<file path="src/rtl/reg_bank_8.sv">
// Eight-entry register bank feeding an external 8:1 mux, with registered
// mux selects, a one-cycle read-valid strobe and per-register written flags.
module reg_bank_8 #(
   parameter int WIDTH   = 16,
   parameter int ZERO_R0 = 1
) (
   input  logic             clk,
   input  logic             rst,
   input  logic             we,
   input  logic [2:0]       waddr,
   input  logic [WIDTH-1:0] wdata,
   input  logic             rd_req,
   input  logic [2:0]       raddr,
   input  logic             clr_written,
   output logic [WIDTH-1:0] q0,
   output logic [WIDTH-1:0] q1,
   output logic [WIDTH-1:0] q2,
   output logic [WIDTH-1:0] q3,
   output logic [WIDTH-1:0] q4,
   output logic [WIDTH-1:0] q5,
   output logic [WIDTH-1:0] q6,
   output logic [WIDTH-1:0] q7,
   output logic             s0,
   output logic             s1,
   output logic             s2,
   output logic             rd_valid,
   output logic [7:0]       written
);

   logic [WIDTH-1:0] regs [8];
   logic [2:0]       sel;
   logic             wr_ok;

   // Writes to register 0 are dropped entirely when it is hardwired to zero.
   assign wr_ok = we && !((ZERO_R0 != 0) && (waddr == 3'd0));

   always_ff @(posedge clk or posedge rst) begin
      if (rst) begin
         for (int i = 0; i < 8; i++) regs[i] <= '0;
         written <= 8'h00;
      end else begin
         if (clr_written) written <= 8'h00;
         if (wr_ok) begin
            regs[waddr]    <= wdata;
            written[waddr] <= 1'b1;
         end
      end
   end

   always_ff @(posedge clk or posedge rst) begin
      if (rst) begin
         sel      <= 3'd0;
         rd_valid <= 1'b0;
      end else begin
         rd_valid <= rd_req;
         if (rd_req) sel <= raddr;
      end
   end

   assign q0 = regs[0];
   assign q1 = regs[1];
   assign q2 = regs[2];
   assign q3 = regs[3];
   assign q4 = regs[4];
   assign q5 = regs[5];
   assign q6 = regs[6];
   assign q7 = regs[7];
   assign s0 = sel[0];
   assign s1 = sel[1];
   assign s2 = sel[2];

endmodule

</file>
<file path="config.mk">
export PLATFORM = sky130hd
export DESIGN_NAME = reg_bank_8
export DESIGN_NICKNAME = d
export VERILOG_FILES = /design/src/rtl/reg_bank_8.sv
export SDC_FILE = /design/constraint.sdc
export NUM_CORES = 1
export LEC_CHECK = 0
export ABC_AREA = 1
export CAP_MARGIN = 40
export CELL_PAD_IN_SITES_DETAIL_PLACEMENT = 1
export CELL_PAD_IN_SITES_GLOBAL_PLACEMENT = 1
export CORE_MARGIN = 2
export CORE_UTILIZATION = 34
export DETAILED_ROUTE_END_ITERATION = 12
export GPL_TIMING_DRIVEN = 1
export PLACE_DENSITY = 0.86
export SYNTH_ARGS = -nofsm -noshare
export SYNTH_HDL_FRONTEND = slang
export SYNTH_SLANG_ARGS = --single-unit
</file>
<file path="constraint.sdc">
create_clock -name clk -period 4.8 [get_ports clk]
set_input_delay 0.72 -clock clk [delete_from_list [all_inputs] [get_ports clk]]
set_output_delay 0.72 -clock clk [all_outputs]
set_load 0.02 [all_outputs]
</file>
; ---- Word-level counts from Yosys, hierarchy flattened
; Cells that the tools add are included.
[totals]
output_inout_bits = 140
register_bits = 140
in_bits = 27
elab_cells = 29
[op_classes]
reduce_logical = 5
n_bitwise = 2
mux = 7
n_lt_le_gt_ge = 4
[op_table]
columns = cell, count
row1 = 128-bit bitwise mux, 1
row2 = 16-bit demux with 3-bit select, 1
row3 = 16-bit two-way mux, 1
row4 = 8-bit two-way mux, 2
row5 = 8-bit bitwise OR, 1
row6 = "4-bit greater-or-equal comparator, second input constant", 1
row7 = "3-bit by 4-bit less-than comparator with 1-bit output, second input constant", 1
row8 = "4-bit by 1-bit less-than comparator with 1-bit output, second input constant", 1
row9 = 3-bit NOT with 4-bit output, 1
row10 = 1-bit demux with 3-bit select, 1
row11 = "3-bit by 1-bit greater-or-equal comparator with 1-bit output, second input constant", 1
row12 = 1-bit logical AND, 3
row13 = 3-bit logical NOT, 1
row14 = 1-bit logical NOT, 1
row15 = 1-bit two-way mux, 1

; ---- Longest topological paths before layout
; Gate-level depths: netlist of the first run.
[depth]
ltp_word = 6
mapped_depth = 7
depth_no_buf = 5

; ---- Least setup slack after synthesis of the first run
; Ideal clock, no wire load.
[synth_path]
path_kind = input -> register
startpoint = input we
endpoint = register written[7]
t_arrival_ns = 1.462
slack_ns = 3.208
path_buffers = 2
path_stages = 6
required_time_ns = 4.670
setup_ns = 0.130
cell_sequence = nand2_1 -> inv_1 -> buf_4 -> nand2_2 -> buf_2 -> o21ai_0
[synth_via]
elab_chain_cells = 2
[synth_lines]
columns = item, line_no
row1 = "start, declared", 9  ; input logic we,
row2 = 1-bit logical AND, 35  ; assign wr_ok = we && !((ZERO_R0 != 0) && (waddr == 3'd0));
row3 = 8-bit two-way mux, 43  ; if (wr_ok) begin
row4 = "end signal, assigned", 40  ; written <= 8'h00;
row5 = "end signal, assigned", 42  ; if (clr_written) written <= 8'h00;
row6 = "end signal, assigned by index", 45  ; written[waddr] <= 1'b1;
row7 = "end, declared", 27  ; output logic [7:0] written
; Every way passes these cells.
; A chain may end at the register's enable or synchronous reset.

; ---- Worst setup path after layout of the first run
[layout_path]
startpoint = input waddr[0]
endpoint = register regs (netlist bit q1[3])
[layout_via]
elab_chain_cells = 6
elab_cells_between_ends = 10
classes_between = order compare (2) / mux (3) / bitwise (1) / reduce/logical (4)
[layout_lines]
columns = item, line_no
row1 = "start, declared", 10  ; input logic [2:0] waddr,
row2 = 3-bit NOT with 4-bit output (implied by the code), 44  ; regs[waddr] <= wdata;
row3 = 4-bit greater-or-equal comparator (implied by the code) / 4-bit by 1-bit less-than comparator with 1-bit output (equally long branches), 44
row4 = 1-bit logical AND (implied by the code), 44
row5 = 16-bit two-way mux (implied by the code), 44
row6 = 16-bit demux with 3-bit select, 44
row7 = 128-bit bitwise mux, 44
row8 = "end signal, assigned by index", 44
row9 = "end, declared", 30  ; logic [WIDTH-1:0] regs [8];
; Parallel ways exist; a longest one is shown, timed or not.

==> results of run 1 <==
[state kept, by name, summed over array words and instances (netlist names)]
signal    count
sel           3
q3           16
q2           16
q7           16
q5           16
q0           16
q1           16
written       8
q6           16
rd_valid      1
q4           16
[path summary, 6_finish.rpt]
| path | cells after the start | endpoint | slack [ps] |
|---|---|---|---|
| setup / recovery | 6 | q1[3]$_DFFE_PP0P_ | 2310 |
| hold / removal | 0 | q0[10]$_DFFE_PP0P_ | 370 |
| setup reg to reg | 2 | q1[3]$_DFFE_PP0P_ | 4080 |
| hold reg to reg | 0 | q0[10]$_DFFE_PP0P_ | 370 |
| max in group asynchronous | 4 | q4[2]$_DFFE_PP0P_ | 2950 |
| min in group asynchronous | 2 | written[3]$_DFF_PP0_ | 720 |
[layer usage]
metal  wire [um]  vias up  part of all wire
met1        7530     2265              0.43
met3         837       19             0.048
met2        8750      142              0.50
met5           0        -                 0
met4         231        0             0.013
li1            -     2037                 -
[through the flow]
step,util,instances
2_1_floorplan,-,562
3_3_place_gp,0.461,881
3_5_place_dp,0.465,885
4_1_cts,0.507,917
5_1_grt,0.507,917
6_report,0.507,917
[worst reg2reg max path: cells and delay by family (launching register included)]
kind          cells  cell delay (ps)
simple gates      2              200
flops             1              400
[cell type report]
type	count	area, um2	share of cell area
clock buffers	22	474	0.0615
multi-input cells	368	1530	0.198
well taps	188	235	0.0305
clock inverters	10	161	0.0209
inverters	17	68.8	0.00892
repair buffers	172	1740	0.226
flip-flops and latches	140	3500	0.454
[power by group]
part	switching, W	leakage (nW)	internal (W)	total (W)
sequential	0.000126	1.79	0.00136	0.00149
clock	0.000500	0.303	0.000911	0.00141
combinational	0.000501	1.73	0.000403	0.000903
[kinds of logic after synthesis]
family | share of synthesized area
and+or+nand+nor | 0.278
DFF | 0.662
buffers and inverters | 0.0503
AOI/OAI and AO/OA | 0.00945
[synthesized netlist by cell type]
library cell,instances,area (um2)
nor2_4,2,22.5
nand2_1,279,1050
o21ai_0,10,50.1
buf_6,4,45.0
dfrtp_1,140,3500
nand3_1,64,320
nand2_4,2,22.5
inv_1,16,60.1
nor2_2,3,18.8
nor2_1,3,11.3
buf_4,5,37.5
inv_2,1,3.75
nand2_2,5,31.3
buf_2,12,60.1
clkbuf_1,16,60.1
[cells in the final DEF, fill, tap and decap left out, drive strengths merged]
| cell type | n |
|---|---|
| clkinvlp | 3 |
| nand3 | 64 |
| clkinv | 2 |
| buf | 6 |
| clkdlybuf4s50 | 166 |
| o21ai | 10 |
| nor2 | 8 |
| clkbuf | 22 |
| nand2 | 286 |
| dfrtp | 140 |
| inv | 18 |
| bufinv | 4 |
==> flow_metrics.env, run 1 <==
export IMPL_crit_buf_inv=2
export IMPL_final_cell_area_um2=7710
export IMPL_status="completed"
export IMPL_worst_path_most_repeated_cell="nand2_1"
export IMPL_cap_violations=0
export IMPL_layout_drive_gt1_share=0.0686
export IMPL_use_met1=0.278
export IMPL_num_rows=45
export IMPL_cts_tree="done"
export IMPL_antenna_found_initial=0
export IMPL_slew_limit_headroom=0.492
export IMPL_synth_area_per_cell_um2=9.42
export IMPL_h_tree_depth=4
export IMPL_fp_dieH_um=129
export IMPL_hold_viol_final=0
export IMPL_vias=4463
export IMPL_area_growth_pct=45.7
export IMPL_cp_startpoint="waddr[0]"
export IMPL_fin_nets=743
export IMPL_finalSetupTns_ps=0
export IMPL_crit_arrival_ps=2770
export IMPL_ys_seq_area_frac=0.662
export IMPL_n_antenna_cell=0
export IMPL_cts_hold_buf=0
export IMPL_synth_seq_cells=140
export IMPL_cts_sinks=140
export IMPL_period_share=0.519
export IMPL_die_area_um2=16600
export IMPL_drt_first_iter_violations=251
export IMPL_worst_slack_ps=2310
export IMPL_drc=0
export IMPL_grt_pass1_vias=4660
export IMPL_clk_pin_slew_ps=60
export IMPL_syn_inst=562
export IMPL_finalWirelength_um=17300
export IMPL_drv_slew=0
export IMPL_critPathSlowestCell="inv_1"
export IMPL_grt_pass1_wl_um=26800
export IMPL_die_w_um=129
export IMPL_port_buffers=166
export IMPL_wl_per_cell_um=18.9
export IMPL_dpl_hpwl_um=11900
export IMPL_clockRootBuffer="clkbuf_16"
export IMPL_cp_top_family="buffers and inverters"
export IMPL_syn_area_um2=5290
export IMPL_reg2reg_from="q1[3]$_DFFE_PP0P_"
export IMPL_grt_busiest_layer="met2"
export IMPL_core_area_um2=15200
export IMPL_pin_count=167
export IMPL_worstSkewPairLatency_ps=420
export IMPL_met2_usage=0.364
export IMPL_grtUsageMet3=0.0553
export IMPL_ant_nets=0
export IMPL_holdCritStartpoint="q0[10]$_DFFE_PP0P_"
export IMPL_clk_path_buf_depth=2
export IMPL_cts_buffers=17
export IMPL_power_w=0.00380
export IMPL_fmax_mhz=402
export IMPL_fill_cells=1679
export IMPL_pwr_density_cell_nw_per_um2=493
export IMPL_worst_path_max_fanout=20
export IMPL_finClkSkew_ps=0
export IMPL_critical_path_class="input port to flip-flop"
export IMPL_cpPeakStageDelay_ps=590
export IMPL_grt_overflow=0
export IMPL_ys_warnings_count=0
export IMPL_cts_resized=0
export IMPL_first_pass_iters=5
export IMPL_syn_nets=589
export IMPL_whs_ps=375
export IMPL_period_needed_ps=2490
export IMPL_rsz0062_at_grt="no"
export IMPL_cts_setup_buffers=0
export IMPL_place_congestion=0.766
export IMPL_initial_utilization=0.348
export IMPL_worstPathRequired_ps=5080
export IMPL_vias_per_cell=4.87
export IMPL_setup_viol=0
export IMPL_endpoint_kind="flip-flop"
export IMPL_p_leak_nw=3.82
export IMPL_cp_cell_sequence="clkdlybuf4s50_1 -> nand2_1 -> inv_1 -> nand2_2 -> nand2_1 -> nand2_1"
export IMPL_ys_types=15
export IMPL_critPathLaunchType="input port"
export IMPL_vdd_drop_max_uv=256
export IMPL_hold_class="flip-flop to flip-flop"
export IMPL_worstMarginPinSlew_ps=762
export IMPL_grt_max_degree=62
export IMPL_grt_use_total=0.215
export IMPL_post_place_ws_ps=1940
export IMPL_place_area_um2=7080
No activity file was read; power rests on OpenSTA's default activity.
==> run 2, diff against run 1 <==
--- a/config.mk
+++ b/config.mk
@@ -10,10 +10,10 @@
 export CELL_PAD_IN_SITES_DETAIL_PLACEMENT = 1
 export CELL_PAD_IN_SITES_GLOBAL_PLACEMENT = 1
 export CORE_MARGIN = 2
-export CORE_UTILIZATION = 34
+export CORE_UTILIZATION = 31
 export DETAILED_ROUTE_END_ITERATION = 12
 export GPL_TIMING_DRIVEN = 1
-export PLACE_DENSITY = 0.86
+export PLACE_DENSITY = 0.83
 export SYNTH_ARGS = -nofsm -noshare
 export SYNTH_HDL_FRONTEND = slang
 export SYNTH_SLANG_ARGS = --single-unit
==> constraint.sdc (replaced) <==
create_clock -name clk -period 2.1 [get_ports clk]
set_input_delay 0.315 -clock clk [delete_from_list [all_inputs] [get_ports clk]]
set_output_delay 0.315 -clock clk [all_outputs]
set_load 0.02 [all_outputs]
==> flow_metrics.env, run 2 (synthesized netlist as in run 1, its figures left out) <==
export IMPL_status="completed"
export IMPL_cp_startpoint="q3[8]$_DFFE_PP0P_"
export IMPL_grt_pass1_wl_um=27300
export IMPL_crit_end="q3[8]"
export IMPL_finClkSkew_ps=0
export IMPL_drv_slew=0
export IMPL_wl_met2_um=8600
export IMPL_period_needed_ps=1760
export IMPL_cap_violations=0
export IMPL_hold_viol_final=0
export IMPL_clk_pin_slew_ps=60
export IMPL_core_area_um2=16600
export IMPL_fmax_mhz=569
export IMPL_cp_top_family="buffers and inverters"
export IMPL_period_share=0.838
export IMPL_rsz0062_at_grt="no"
export IMPL_grt_pass1_vias=4730
export IMPL_finalSetupTns_ps=0
export IMPL_cp_cell_sequence="clkdlybuf4s50_1"
export IMPL_finalWirelength_um=17500
export IMPL_hold_class="input port to async pin"
export IMPL_endpoint_kind="output pin"
export IMPL_dpl_hpwl_um=11900
export IMPL_drt_first_iter_violations=242
export IMPL_vias_per_cell=4.64
export IMPL_critPathSlowestCell="clkdlybuf4s50_1"
export IMPL_cts_tree="done"
export IMPL_maxUsedRoutingLayer="met4"
export IMPL_clockRootBuffer="clkbuf_16"
export IMPL_place_congestion=0.716
export IMPL_wl_per_cell_um=18.2
export IMPL_grt_overflow=0
export IMPL_utilization=0.472
export IMPL_p_leak_nw=3.89
export IMPL_cpPeakStageDelay_ps=650
export IMPL_first_pass_iters=4
export IMPL_pwr_density_cell_nw_per_um2=1140
export IMPL_wl_met1_um=7610
export IMPL_r2r_cells=2
export IMPL_pin_count=167
export IMPL_worstSkewPairLatency_ps=410
export IMPL_ant_nets=0
export IMPL_grt_use_total=0.202
export IMPL_layout_common_cells="279 x nand2_1, 166 x clkdlybuf4s50_1, 140 x dfrtp_1, 64 x nand3_1, 17 x clkbuf_16"
export IMPL_cts_hold_buf=0
export IMPL_cts_sinks=140
export IMPL_worstMarginPinSlew_ps=503
export IMPL_cts_setup_buffers=0
export IMPL_clk_path_buf_depth=2
export IMPL_setup_viol=0
export IMPL_critPathLaunchType="flip-flop"
export IMPL_die_w_um=135
export IMPL_met3WireLength_um=1130
export IMPL_layout_commonest_cell="nand2_1"
export IMPL_die_area_um2=18100
export IMPL_drc=0
export IMPL_port_buffers=166
export IMPL_cts_buffers=17
export IMPL_reg2reg_to="q1[5]$_DFFE_PP0P_"
export IMPL_antenna_found_initial=0
export IMPL_worstPathRequired_ps=1780
export IMPL_area_growth_pct=48.4
export IMPL_critical_path_class="flip-flop to output pin"
export IMPL_h_tree_depth=4
export IMPL_num_rows=47
export IMPL_reg2reg_from="q1[5]$_DFFE_PP0P_"
export IMPL_vdd_drop_max_uv=616
export IMPL_crit_arrival_ps=1440
export IMPL_whs_ps=355
export IMPL_vias=4443
export IMPL_cts_resized=0
export IMPL_crit_buf_inv=1
export IMPL_layout_drive_gt1_share=0.0827
export IMPL_n_antenna_cell=0
export IMPL_grt_max_degree=83
export IMPL_worst_path_max_fanout=2
export IMPL_r2r_slack_ps=1410
export IMPL_fin_nets=752
export IMPL_fp_dieH_um=135
export IMPL_initial_utilization=0.318
export IMPL_slew_limit_headroom=0.664
export IMPL_cp_num_cells=1
[run 2: worst min-delay path: cells and delay by family]
kind / cells / cell delay [ps]
buf+inv: 3 / 860
[run 2: worst min-delay path by stage]
stage	end	cells past startpoint	from
floorplan	rd_valid$_DFF_PP0_	0	rd_req
global placement	q0[7]$_DFFE_PP0P_	0	q0[7]$_DFFE_PP0P_
detailed placement	q0[14]$_DFFE_PP0P_	0	q0[14]$_DFFE_PP0P_
CTS	q0[14]$_DFFE_PP0P_	3	rst
global route	q0[8]$_DFFE_PP0P_	3	rst
finish	q0[14]$_DFFE_PP0P_	3	rst
[run 2: layer usage]
layer,GRT usage,vias to the layer above
met3,0.0634,12
met1,0.260,2237
met4,0.0520,0
met5,0,-
li1,-,2066
met2,0.331,128
[run 2: power breakdown]
| group | switching, W | internal [W] | leakage [nW] |
|---|---|---|---|
| registers | 0.000269 | 0.00312 | 1.79 |
| clock network | 0.00115 | 0.00231 | 0.332 |
| logic | 0.00117 | 0.000929 | 1.77 |
| total | 0.00259 | 0.00636 | 3.89 |
[run 2: area by class of cell]
type,instances,area [um2]
clock buffer,20,467
sequential,140,3500
timing repair buffer,181,1800
inverter,17,67.6
clock inverter,12,215
multi-input combinational,368,1530
tap,220,275
fill,1892,8790
[run 2: stage by stage]
step | setup slack [ps] | total power [W] | cell area (um2) | std cells
floorplan | 35.9 | 0.00433 | 5300 | 562
global placement | 256 | 0.00547 | 7170 | 926
detailed placement | 185 | 0.00553 | 7170 | 926
CTS | 310 | 0.00907 | 7860 | 958
global route | 292 | 0.00935 | 7860 | 958
finish | 341 | 0.00895 | 7860 | 958
